$ cat src/rtl/spi_slave_ctrl_if.sv
// Signal bundle for spi_slave_ctrl: SPI bus pins plus the host-side tx/rx word port.
interface spi_slave_ctrl_if #(
    parameter int DATA_W = 16
);
    logic              en;
    logic              cpol;
    logic              cpha;
    logic [3:0]        xfer_len;
    logic              ss_n;
    logic              sck;
    logic              mosi;
    logic              miso;
    logic              miso_oe;
    logic [DATA_W-1:0] tx_data;
    logic              tx_load;
    logic              tx_ready;
    logic [DATA_W-1:0] rx_data;
    logic              rx_valid;
    logic              busy;
    logic              underrun;

    modport slave (
        input  en, cpol, cpha, xfer_len, ss_n, sck, mosi, tx_data, tx_load,
        output miso, miso_oe, tx_ready, rx_data, rx_valid, busy, underrun
    );

    modport master (
        output en, cpol, cpha, xfer_len, ss_n, sck, mosi, tx_data, tx_load,
        input  miso, miso_oe, tx_ready, rx_data, rx_valid, busy, underrun
    );
endinterface

$ cat src/rtl/spi_slave_ctrl.sv
// SPI slave, modes 0-3, 1..16-bit MSB-first frames, single-word tx buffer, oversampled bus.
// Optional sticky underrun flag built only when SPI_SLAVE_UNDERRUN_EN is defined.
module spi_slave_ctrl #(
    parameter int SYNC_STAGES = 2,
    parameter int DATA_W      = 16
) (
    input  logic             clk,
    input  logic             rst,
    spi_slave_ctrl_if.slave  bus
);
    localparam int CNT_W = 5;

    typedef enum logic [1:0] {S_IDLE, S_SHIFT, S_DONE} state_t;

    state_t                 state_reg;
    logic [SYNC_STAGES-1:0] ss_sync_reg;
    logic [SYNC_STAGES-1:0] sck_sync_reg;
    logic [SYNC_STAGES-1:0] mosi_sync_reg;
    logic [SYNC_STAGES-1:0] flush_reg;
    logic                   sck_prev_reg;
    logic                   cpol_reg;
    logic                   cpha_reg;
    logic [3:0]             len_reg;
    logic [DATA_W-1:0]      shift_reg;
    logic [CNT_W-1:0]       bit_cnt_reg;
    logic                   miso_reg;
    logic                   miso_oe_reg;
    logic [DATA_W-1:0]      rx_data_reg;
    logic                   rx_valid_reg;
    logic [DATA_W-1:0]      tx_buf_reg;
    logic                   tx_ready_reg;
    logic                   armed_reg;

    logic                   ss_s, sck_s, mosi_s, sync_live;
    logic                   lead_edge, trail_edge, sample_edge, drive_edge;
    logic                   start, tx_accept;
    logic [CNT_W-1:0]       frame_bits;
    logic [DATA_W-1:0]      len_mask;

    assign ss_s      = ss_sync_reg[SYNC_STAGES-1];
    assign sck_s     = sck_sync_reg[SYNC_STAGES-1];
    assign mosi_s    = mosi_sync_reg[SYNC_STAGES-1];
    // Synchronizer outputs are only trusted once the reset values have flushed out.
    assign sync_live = flush_reg[SYNC_STAGES-1];

    always_ff @(posedge clk) begin
        if (rst) begin
            ss_sync_reg   <= '1;
            sck_sync_reg  <= '0;
            mosi_sync_reg <= '0;
            flush_reg     <= '0;
            sck_prev_reg  <= 1'b0;
        end else begin
            ss_sync_reg   <= {ss_sync_reg[SYNC_STAGES-2:0], bus.ss_n};
            sck_sync_reg  <= {sck_sync_reg[SYNC_STAGES-2:0], bus.sck};
            mosi_sync_reg <= {mosi_sync_reg[SYNC_STAGES-2:0], bus.mosi};
            flush_reg     <= {flush_reg[SYNC_STAGES-2:0], 1'b1};
            sck_prev_reg  <= sck_s;
        end
    end

    assign lead_edge   = (sck_prev_reg == cpol_reg) && (sck_s != cpol_reg);
    assign trail_edge  = (sck_prev_reg != cpol_reg) && (sck_s == cpol_reg);
    assign sample_edge = cpha_reg ? trail_edge : lead_edge;
    assign drive_edge  = cpha_reg ? lead_edge : trail_edge;

    assign start      = (state_reg == S_IDLE) && !ss_s && bus.en && armed_reg;
    // The buffer is being emptied into the shifter at frame start, so a load then always lands.
    assign tx_accept  = bus.tx_load && (tx_ready_reg || start);
    assign frame_bits = {1'b0, len_reg} + CNT_W'(1);

    genvar gi;
    generate
        for (gi = 0; gi < DATA_W; gi++) begin : g_len_mask
            assign len_mask[gi] = (CNT_W'(gi) <= {1'b0, len_reg});
        end
    endgenerate

    always_ff @(posedge clk) begin
        if (rst) begin
            state_reg    <= S_IDLE;
            cpol_reg     <= 1'b0;
            cpha_reg     <= 1'b0;
            len_reg      <= '0;
            shift_reg    <= '0;
            bit_cnt_reg  <= '0;
            miso_reg     <= 1'b0;
            miso_oe_reg  <= 1'b0;
            rx_data_reg  <= '0;
            rx_valid_reg <= 1'b0;
            tx_buf_reg   <= '0;
            tx_ready_reg <= 1'b1;
            armed_reg    <= 1'b0;
        end else begin
            rx_valid_reg <= 1'b0;
            // A select held low across reset or an enable abort must be released before re-arming.
            miso_oe_reg  <= bus.en && !ss_s && (armed_reg || state_reg != S_IDLE);
            if (sync_live && ss_s) begin
                armed_reg <= 1'b1;
            end

            if (tx_accept) begin
                tx_buf_reg   <= bus.tx_data;
                tx_ready_reg <= 1'b0;
            end else if (start) begin
                tx_ready_reg <= 1'b1;
            end

            case (state_reg)
                S_IDLE: begin
                    if (start) begin
                        state_reg   <= S_SHIFT;
                        cpol_reg    <= bus.cpol;
                        cpha_reg    <= bus.cpha;
                        len_reg     <= bus.xfer_len;
                        shift_reg   <= tx_ready_reg ? '0 : tx_buf_reg;
                        miso_reg    <= tx_ready_reg ? 1'b0 : tx_buf_reg[bus.xfer_len];
                        bit_cnt_reg <= '0;
                        armed_reg   <= 1'b0;
                    end
                end
                S_SHIFT: begin
                    if (ss_s || !bus.en) begin
                        state_reg <= S_IDLE;
                    end else if (bit_cnt_reg == frame_bits) begin
                        rx_data_reg  <= shift_reg & len_mask;
                        rx_valid_reg <= 1'b1;
                        state_reg    <= S_DONE;
                    end else begin
                        if (sample_edge) begin
                            shift_reg   <= {shift_reg[DATA_W-2:0], mosi_s};
                            bit_cnt_reg <= bit_cnt_reg + CNT_W'(1);
                        end
                        // Samples shift the next outgoing bit into position len_reg.
                        if (drive_edge) begin
                            miso_reg <= shift_reg[len_reg];
                        end
                    end
                end
                S_DONE: begin
                    if (ss_s) begin
                        state_reg <= S_IDLE;
                    end
                end
                default: state_reg <= S_IDLE;
            endcase
        end
    end

`ifdef SPI_SLAVE_UNDERRUN_EN
    logic underrun_reg;

    always_ff @(posedge clk) begin
        if (rst) begin
            underrun_reg <= 1'b0;
        end else if (start && tx_ready_reg) begin
            underrun_reg <= 1'b1;
        end else if (tx_accept) begin
            underrun_reg <= 1'b0;
        end
    end

    assign bus.underrun = underrun_reg;
`else
    assign bus.underrun = 1'b0;
`endif

    assign bus.miso     = miso_oe_reg & miso_reg;
    assign bus.miso_oe  = miso_oe_reg;
    assign bus.tx_ready = tx_ready_reg;
    assign bus.rx_data  = rx_data_reg;
    assign bus.rx_valid = rx_valid_reg;
    assign bus.busy     = (state_reg != S_IDLE);
endmodule

$ cat src/flat_wrapper.sv
// flat-port wrapper written by rule: the top's interface ports become plain ports
module spi_slave_ctrl_flat 
#(
    parameter int SYNC_STAGES = 2,
    parameter int DATA_W      = 16
)
  (clk, rst, bus_en, bus_cpol, bus_cpha, bus_xfer_len, bus_ss_n, bus_sck, bus_mosi, bus_tx_data, bus_tx_load, bus_miso, bus_miso_oe, bus_tx_ready, bus_rx_data, bus_rx_valid, bus_busy, bus_underrun);
  spi_slave_ctrl_if #(.DATA_W(DATA_W)) bus_i ();
  input  logic clk;
  input  logic rst;
  input wire logic [$bits(bus_i.en)-1:0] bus_en;
  input wire logic [$bits(bus_i.cpol)-1:0] bus_cpol;
  input wire logic [$bits(bus_i.cpha)-1:0] bus_cpha;
  input wire logic [$bits(bus_i.xfer_len)-1:0] bus_xfer_len;
  input wire logic [$bits(bus_i.ss_n)-1:0] bus_ss_n;
  input wire logic [$bits(bus_i.sck)-1:0] bus_sck;
  input wire logic [$bits(bus_i.mosi)-1:0] bus_mosi;
  input wire logic [$bits(bus_i.tx_data)-1:0] bus_tx_data;
  input wire logic [$bits(bus_i.tx_load)-1:0] bus_tx_load;
  output wire logic [$bits(bus_i.miso)-1:0] bus_miso;
  output wire logic [$bits(bus_i.miso_oe)-1:0] bus_miso_oe;
  output wire logic [$bits(bus_i.tx_ready)-1:0] bus_tx_ready;
  output wire logic [$bits(bus_i.rx_data)-1:0] bus_rx_data;
  output wire logic [$bits(bus_i.rx_valid)-1:0] bus_rx_valid;
  output wire logic [$bits(bus_i.busy)-1:0] bus_busy;
  output wire logic [$bits(bus_i.underrun)-1:0] bus_underrun;
  assign bus_i.en = bus_en;
  assign bus_i.cpol = bus_cpol;
  assign bus_i.cpha = bus_cpha;
  assign bus_i.xfer_len = bus_xfer_len;
  assign bus_i.ss_n = bus_ss_n;
  assign bus_i.sck = bus_sck;
  assign bus_i.mosi = bus_mosi;
  assign bus_i.tx_data = bus_tx_data;
  assign bus_i.tx_load = bus_tx_load;
  assign bus_miso = bus_i.miso;
  assign bus_miso_oe = bus_i.miso_oe;
  assign bus_tx_ready = bus_i.tx_ready;
  assign bus_rx_data = bus_i.rx_data;
  assign bus_rx_valid = bus_i.rx_valid;
  assign bus_busy = bus_i.busy;
  assign bus_underrun = bus_i.underrun;
  spi_slave_ctrl #(.SYNC_STAGES(SYNC_STAGES), .DATA_W(DATA_W)) u_core (.clk(clk), .rst(rst), .bus(bus_i));
endmodule
$ cat config.mk
export PLATFORM = sky130hd
export DESIGN_NAME = spi_slave_ctrl_flat
export DESIGN_NICKNAME = d
export VERILOG_FILES = /design/src/rtl/spi_slave_ctrl_if.sv /design/src/rtl/spi_slave_ctrl.sv /design/src/flat_wrapper.sv
export SDC_FILE = /design/constraint.sdc
export NUM_CORES = 1
export LEC_CHECK = 0
export ABC_CLOCK_PERIOD_IN_PS = 2400
export BUFFER_PORTS_ARGS = -buffer_cell sky130_fd_sc_hd__buf_2
export CORE_AREA = 2 2 99 101
export DETAILED_ROUTE_END_ITERATION = 12
export DIE_AREA = 0 0 101 103
export HOLD_SLACK_MARGIN = 0.15
export PLACE_DENSITY = 0.59
export SLEW_MARGIN = 20
export SYNTH_ARGS = -nofsm -noshare
export SYNTH_HDL_FRONTEND = slang
export SYNTH_SLANG_ARGS = --single-unit
$ cat constraint.sdc
create_clock -name clk -period 2.4 [get_ports clk]
set_input_delay 0.24 -clock clk [delete_from_list [all_inputs] [get_ports clk]]
set_output_delay 0.24 -clock clk [all_outputs]
set_load 0.03 [all_outputs]
==> results.md, run 1 <==
- Status: complete, no violations
- Crit-path max FO: 20
- Residual DRC count: 0
- Initial antenna violation count: 0
- Remaining global-route overflow: 0
- Synth cell types: 52
- CORE AREA: roughly 9500 um^2
- H-tree depth: 3
- First-pass GRT wire length: ~16 mm
- Setup Fix Bufs, Post-CTS: 0
- Via count: about 3400
- Sequential Area: approximately 1500 um^2
- Max Freq: 464 MHz
- Synth area leaders: dfxtp_1, a21oi_1, nand2_1
- Syn Inst Count: about 420
- Site Rows: 36
- Rel. slew slack: between 50% and 60%
- Detailed Place HPWL: around 6.7 mm
- Area grow syn2layout: 21.6%
- Post-synth EDFFs: 0
- FILL cells: 950
- Most common cell in the netlist: dfxtp_1
- Mapped Nets: 453
- Root buf cell: clkbuf_8
- Drt wl/cell: ~16 um
- First-pass DRT Iterations: 4
- Layout cells sized above 1: a little over a fifth
- Pwr dens: approximately 540 nW/um^2
- Worst-Margin Slew: between 600 and 700 ps
- Nets: 519
- Synth Cell Area: roughly 3700 um^2
- Clk_lat worst skew: roughly 370 ps
- Logic gate share of total power: roughly 8%
- Asr flop ratio synth: 0%
- CTS-repair resized insts: 0
- Internal Power: 1.75 mW
- Footprint of the multi-input gates: just under 2000 um^2
- Fin Setup TNS: 0 ps
- Total CTS buffers: 9
- Register share of total power: between 50 and 60%
- Crit path DAT: approximately 2400 ps
- Final WS setup: between 200 and 250 ps
- Pre-CTS WS: roughly 270 ps
- Design Area, Final: 4440 um^2
- Routed Antenna Nets: 0
- DR iter-0 viols: 144
- Starting Density: slightly below 40%
- LEAKAGE: about 1.6 nW
- RSZ-0062 raised after global routing: false
- CP endpoint kind: register
- Final setup fails: 0
- Layout Utilization: a little under half
- Die Wd: just over 100 um
- Required @ worst endpoint: between 2000 and 3000 ps
- Share of the yosys chip area belonging to registers: 41.1%
- Clk slew on worst S/H paths: 80 ps
- Max-Cap Viols: 0
- Peak VDD IR: approximately 0.23 mV
- N_diodes: 0
- I/O Buffers: between 40 and 50
- Dominant synthesized flop cell: dfxtp_1
- Die Y: ~100 um
- Clock Sinks: between 70 and 80
- Yosys warning count: 0
- Synth cell count leaders: dfxtp_1, a21oi_1, nand2_1
- Die area: between 10000 and 15000 um^2
- Clock period minus worst slack: 2160 ps
- Crit path launch type: register
- Total Routing Usage GR: between 10% and 20%
- Placed cell area: roughly 4000 um^2
- Vias in the first global route: around 3100
- Cell taking the most area after synthesis: dfxtp_1
- Max clock buf depth: 2
- Clock Power Share: 37.7%
- Largest net degree at the start of global routing: between 70 and 80
- Vias per cell: about 5.5
- Final GP Congestion: between 0.8 and 0.9
- Final Hold Viols: 0
- Final period util: between 80 and 90%
- Worst hold-check path type: in -> reg
- Mean post-synth cell area: slightly below 9 um^2
- #FFs+latches synth: 75
- CTS tree: done
- Sw Share: between 20% and 30%
- Final slew viol count: 0
- CP Class: reg -> reg
- Clock Skew: 11.6 ps
- Yosys top cell area share: between 40% and 50%
- Hold_ws: about 160 ps
- Sw Pwr: 0.634 mW
- Ports: approximately 50
- WL final: about 9.7 mm
==> cell usage in the layout, fill, tap and decap left out, drive strengths merged, types with 3 or more instances in the layout <==
master	netlist	final
clkinv	1	5
dlygate4sd3	0	23
nand4	7	7
ha	5	5
nor3	3	3
a21oi	56	56
nand2	55	55
o31ai	4	4
nor4	3	3
nor2b	9	9
clkbuf	26	9
xnor2	4	4
buf	11	69
inv	6	8
nand3	13	13
or2	3	3
a211oi	18	18
o2111ai	4	4
nand2b	5	5
mux2i	5	5
a311oi	15	15
nor2	15	15
dfxtp	75	75
o21ai	25	25
nor3b	16	16
mux4	8	8
==> cell families (layout without fill, tap and decap cells) <==
kind of cell,Yosys count,count (layout),synth area share (%)
multiplexers,13,13,6.41
flip-flops,75,75,41.1
AND/OR/NAND/NOR,142,142,20.5
adder cells (fa/ha/maj),5,5,1.71
XOR/XNOR,6,6,1.44
buffers and inverters,44,115,5.62
other,1,1,0.103
AO/OA/AOI/OAI,133,133,23.1
==> worst max-delay path, cell delays in order (launching register included) <==
cell and delay, ps:
dfxtp_1 400, inv_1 100, ha_1 310, xor2_1 160
a211oi_2 240, nand4_1 210, buf_4 270, a311oi_1 260
a211oi_1 80
==> worst paths after layout <==
kind / from / end / slack (ps) / cells after the start
worst max-delay path: u_core.len_reg[0] / u_core.shift_reg[4] / 240 / 8
worst min-delay path: bus_xfer_len[1] / u_core.len_reg[1] / 160 / 3
worst max register to register: u_core.len_reg[0] / u_core.shift_reg[4] / 240 / 8
worst min register to register: u_core.ss_sync_reg[0] / u_core.ss_sync_reg[1] / 420 / 1
==> what timing repair did <==
action / in CTS / in global routing
hold buffers: 23 / 0
setup endpoints to repair: 0 / 0
endpoints found under the hold margin: 23 / 0
==> metrics by stage <==
stage,total power [mW],std cells
floorplan,1.42,419
global placement,1.48,565
detailed placement,1.48,565
CTS,2.40,604
global route,2.47,604
finish,2.38,604
==> power by group through the flow <==
stage	sequential, mW	combinational (mW)	clock, mW
floorplan	1.32	0.105	0
global placement	1.32	0.159	0
detailed placement	1.32	0.161	0
CTS	1.29	0.190	0.915
global route	1.30	0.211	0.963
finish	1.29	0.190	0.896
==> routing by layer <==
| layer | routed length, um | track usage (%) |
|---|---|---|
| met1 | 4590 | 26.2 |
| met2 | 4360 | 29.1 |
| met3 | 475 | 3.53 |
| met4 | 231 | 9.98 |
| met5 | 0 | 0 |
==> layout make-up <==
type / instances / area share, %
clock buffer: 9 / 2.79
clock inverter: 7 / 1.18
inverter: 7 / 0.592
multi-input combinational: 300 / 44.0
sequential: 75 / 33.8
tap: 114 / 3.21
timing repair buffer: 92 / 14.4
(Power assumes the default switching activity.)
==> run 2: changes to the inputs <==
- ABC_CLOCK_PERIOD_IN_PS: 2400 -> 2700
- CORE_AREA: 2 2 99 101 -> 2 2 92 94
- DIE_AREA: 0 0 101 103 -> 0 0 94 96
- PLACE_DENSITY: 0.59 -> 0.67
- clock period: 2.4 -> 2.7 ns (I/O delays scaled with it)
==> run 2 against run 1 <==
Total power is 10% lower. Hold slack is essentially flat. Highest routed layer unchanged. Combinational power shrank 24%. Die area down 13%. Clock-buffer cell count increased by 5. Clock power fell by 6.0%. Core utilization increased by 6.2 points. Non-clock buffer count is 15 lower. Largest cell class unchanged.
==> results.md, run 2 (synthesis results as in run 1) <==
- Routed Antenna Nets: 0 (unchanged)
- Slowest CP cell: dfxtp_1
- Crit path launch type: register
- Final slew viol count: 0 (unchanged)
- Most common cell after layout, fill and taps aside: dfxtp_1
- DR iter-0 viols: 209 (+45%)
- Pre-CTS WS: 302 ps (+30.7 ps)
- Required @ worst endpoint: 2970 ps (+330 ps)
- Worst path cell trace: inv_1 -> ha_1 -> xor2_1 -> a211oi_2 -> and4_1 -> buf_4 -> o2111ai_1 -> a21oi_1
- Remaining global-route overflow: 0 (unchanged)
- N_diodes: 0 (unchanged)
- Largest net degree at the start of global routing: 72 (unchanged)
- Final period util: 84.4% (-5.4 points)
- Max clock buf depth: 2 (unchanged)
- Clock Sinks: 75 (unchanged)
- Starting Density: 45.3% (+6.7 points)
- Die Y: 96 um (-6.8%)
- Residual DRC count: 0 (unchanged)
- R2r worst-path depth: 8 (unchanged)
- Clock Skew: 4.94 ps (-6.67 ps)
- Crit-path max FO: 6 (-70%)
- RSZ-0062 raised after global routing: false
- First-pass DRT Iterations: 4 (unchanged)
- I/O Buffers: 49 (unchanged)
- Placed cell area: 3960 um^2 (-1.8%)
- Worst path bufs/invs: 2 (unchanged)
- H-tree depth: 3 (unchanged)
- Total Routing Usage GR: 20.9% (+1.7 points)
- Status: complete, no violations
- CP Class: reg -> reg
- Detailed Place HPWL: 6.18 mm (-7.8%)
- Ports: 51 (unchanged)
- Rel. slew slack: 33.4% (-26 points)
- FILL cells: 757 (-20%)
- Peak VDD IR: 0.348 mV (+54%)
- First-pass GRT wire length: 14.9 mm (-4.8%)
- Pwr dens: 500 nW/um^2 (-6.6%)
- Logic gate share of total power: 6.7% (-1.3 points)
- Sw Share: 22.9% (-3.7 points)
- Worst hold-check path type: in -> reg
- Sw Pwr: 0.490 mW (-23%)
- Max Freq: 439 MHz (-5.4%)
- Top delay family on crit path: compound AO/OA/AOI/OAI gates
- Fin Setup TNS: 0 ps (unchanged)
- Area grow syn2layout: 17.1%
- Crit path DAT: 2550 ps (+150 ps)
- Hold Path Depth: 3 (unchanged)
- Max-Cap Viols: 0 (unchanged)
- Initial antenna violation count: 0 (unchanged)
- Vias in the first global route: 2995 (-4.3%)
- Worst path max stage delay: 440 ps (+40 ps)
- Clock period minus worst slack: 2280 ps (+123 ps)
- Die Wd: 94 um (-6.9%)
- Cell count along the critical path: 8 (unchanged)
- Final setup fails: 0 (unchanged)
- CP endpoint kind: register
- Total CTS buffers: 9 (unchanged)
- Drt wl/cell: 15.7 um (-2.1%)
- CORE AREA: 8050 um^2 (-15%)
- Clk_lat worst skew: 340 ps (-30 ps)
- Internal Power: 1.65 mW (-5.4%)
- Site Rows: 33 (-8.3%)
- Via count: 3292 (-1.8%)
- CTS-repair resized insts: 0 (unchanged)
- Nets: 504 (-2.9%)
- Final Hold Viols: 0 (unchanged)
- Worst-Margin Slew: 993 ps (+383 ps)
- Footprint of the multi-input gates: 1950 um^2 (-0.32%)
- Design Area, Final: 4280 um^2 (-3.6%)
- WL final: 9.08 mm (-5.9%)
- Sequential Area: 1500 um^2 (unchanged)
- Final GP Congestion: 0.857 (+2.3%)
- Die area: 9020 um^2 (-13%)
- LEAKAGE: 1.57 nW (-4.3%)
- CTS tree: done
- Layout Utilization: 53.1% (+6.2 points)
- Commonest cells after routing, fill and taps aside: dfxtp_1, a21oi_1, nand2_1, buf_2, o21ai_0
- Final Power: 2.14 mW (-10%)
- Vias per cell: 5.68 (+2.3%)
- Final WS setup: 420 ps (+177 ps)
- Clock Power Share: 39.3% (+1.6 points)
- Root buf cell: clkbuf_8
- Register share of total power: 54.0% (-0.3 points)
- Layout cells sized above 1: 19.8% (-1.2 points)
- Clk slew on worst S/H paths: 80 ps (about the same)
==> run 2: changes by cell type in the layout (fill, tap and decap cells not counted), sizes merged <==
cell         before  now
clkinvlp          1    0
clkbuf            9   14
buf              69   66
bufinv            0    1
inv               8    6
clkinv            5    2
dlygate4sd3      23   11
==> run 2: path summary, 6_finish.rpt <==
check	startpoint	end	slack, ps
worst min-delay path	bus_tx_data[7]	u_core.tx_buf_reg[7]	160
worst max register to register	u_core.len_reg[0]	u_core.bus.rx_data[5]	420
worst min register to register	u_core.ss_sync_reg[0]	u_core.ss_sync_reg[1]	420
worst max-delay path	u_core.len_reg[0]	u_core.bus.rx_data[5]	420
==> run 2: layout make-up <==
cell class	instances	share of cell area (%)
Clock buffer	14	3.57
Multi-Input combinational cell	300	45.5
Inverter	7	0.614
Clock inverter	2	0.819
Sequential cell	75	35.1
Timing Repair Buffer	77	11.3
Tap cell	105	3.07
==> run 2: worst reg2reg max path: cells and delay by family (launching register included) <==
family                   cells  cell delay [ps]
AO/OA/AOI/OAI                3              550
XOR/XNOR                     1              150
adder cells (fa/ha/maj)      1              320
AND/OR/NAND/NOR              1              420
flip-flops                   1              440
buffers and inverters        2              330
==> run 2: metrics by stage <==
stage,hold slack [ps],std cells
after detailed placement,401,550
after global placement,392,550
final,162,580
after floorplan,374,419
after CTS,150,576
after global routing,150,580
==> run 2: power by group through the flow <==
stage | Combinational [mW] | Clock, mW | Sequential [mW]
after CTS | 0.142 | 0.861 | 1.15
after global routing | 0.161 | 0.914 | 1.16
final | 0.144 | 0.842 | 1.15
after detailed placement | 0.130 | 0 | 1.18
after global placement | 0.129 | 0 | 1.18
after floorplan | 0.0932 | 0 | 1.17
==> run 2: what timing repair did <==
action                                  4_1_cts  5_1_grt
setup buffers                                 0        3
endpoints found under the setup margin        0        3
endpoints found under the hold margin        10        1
hold buffers                                 10        1
==> run 2: layer usage <==
metal  global-route usage, %  wire [um]
met5                       0          0
met4                    4.83         89
met3                    6.58        725
met2                    32.2       4100
met1                    28.9       4170
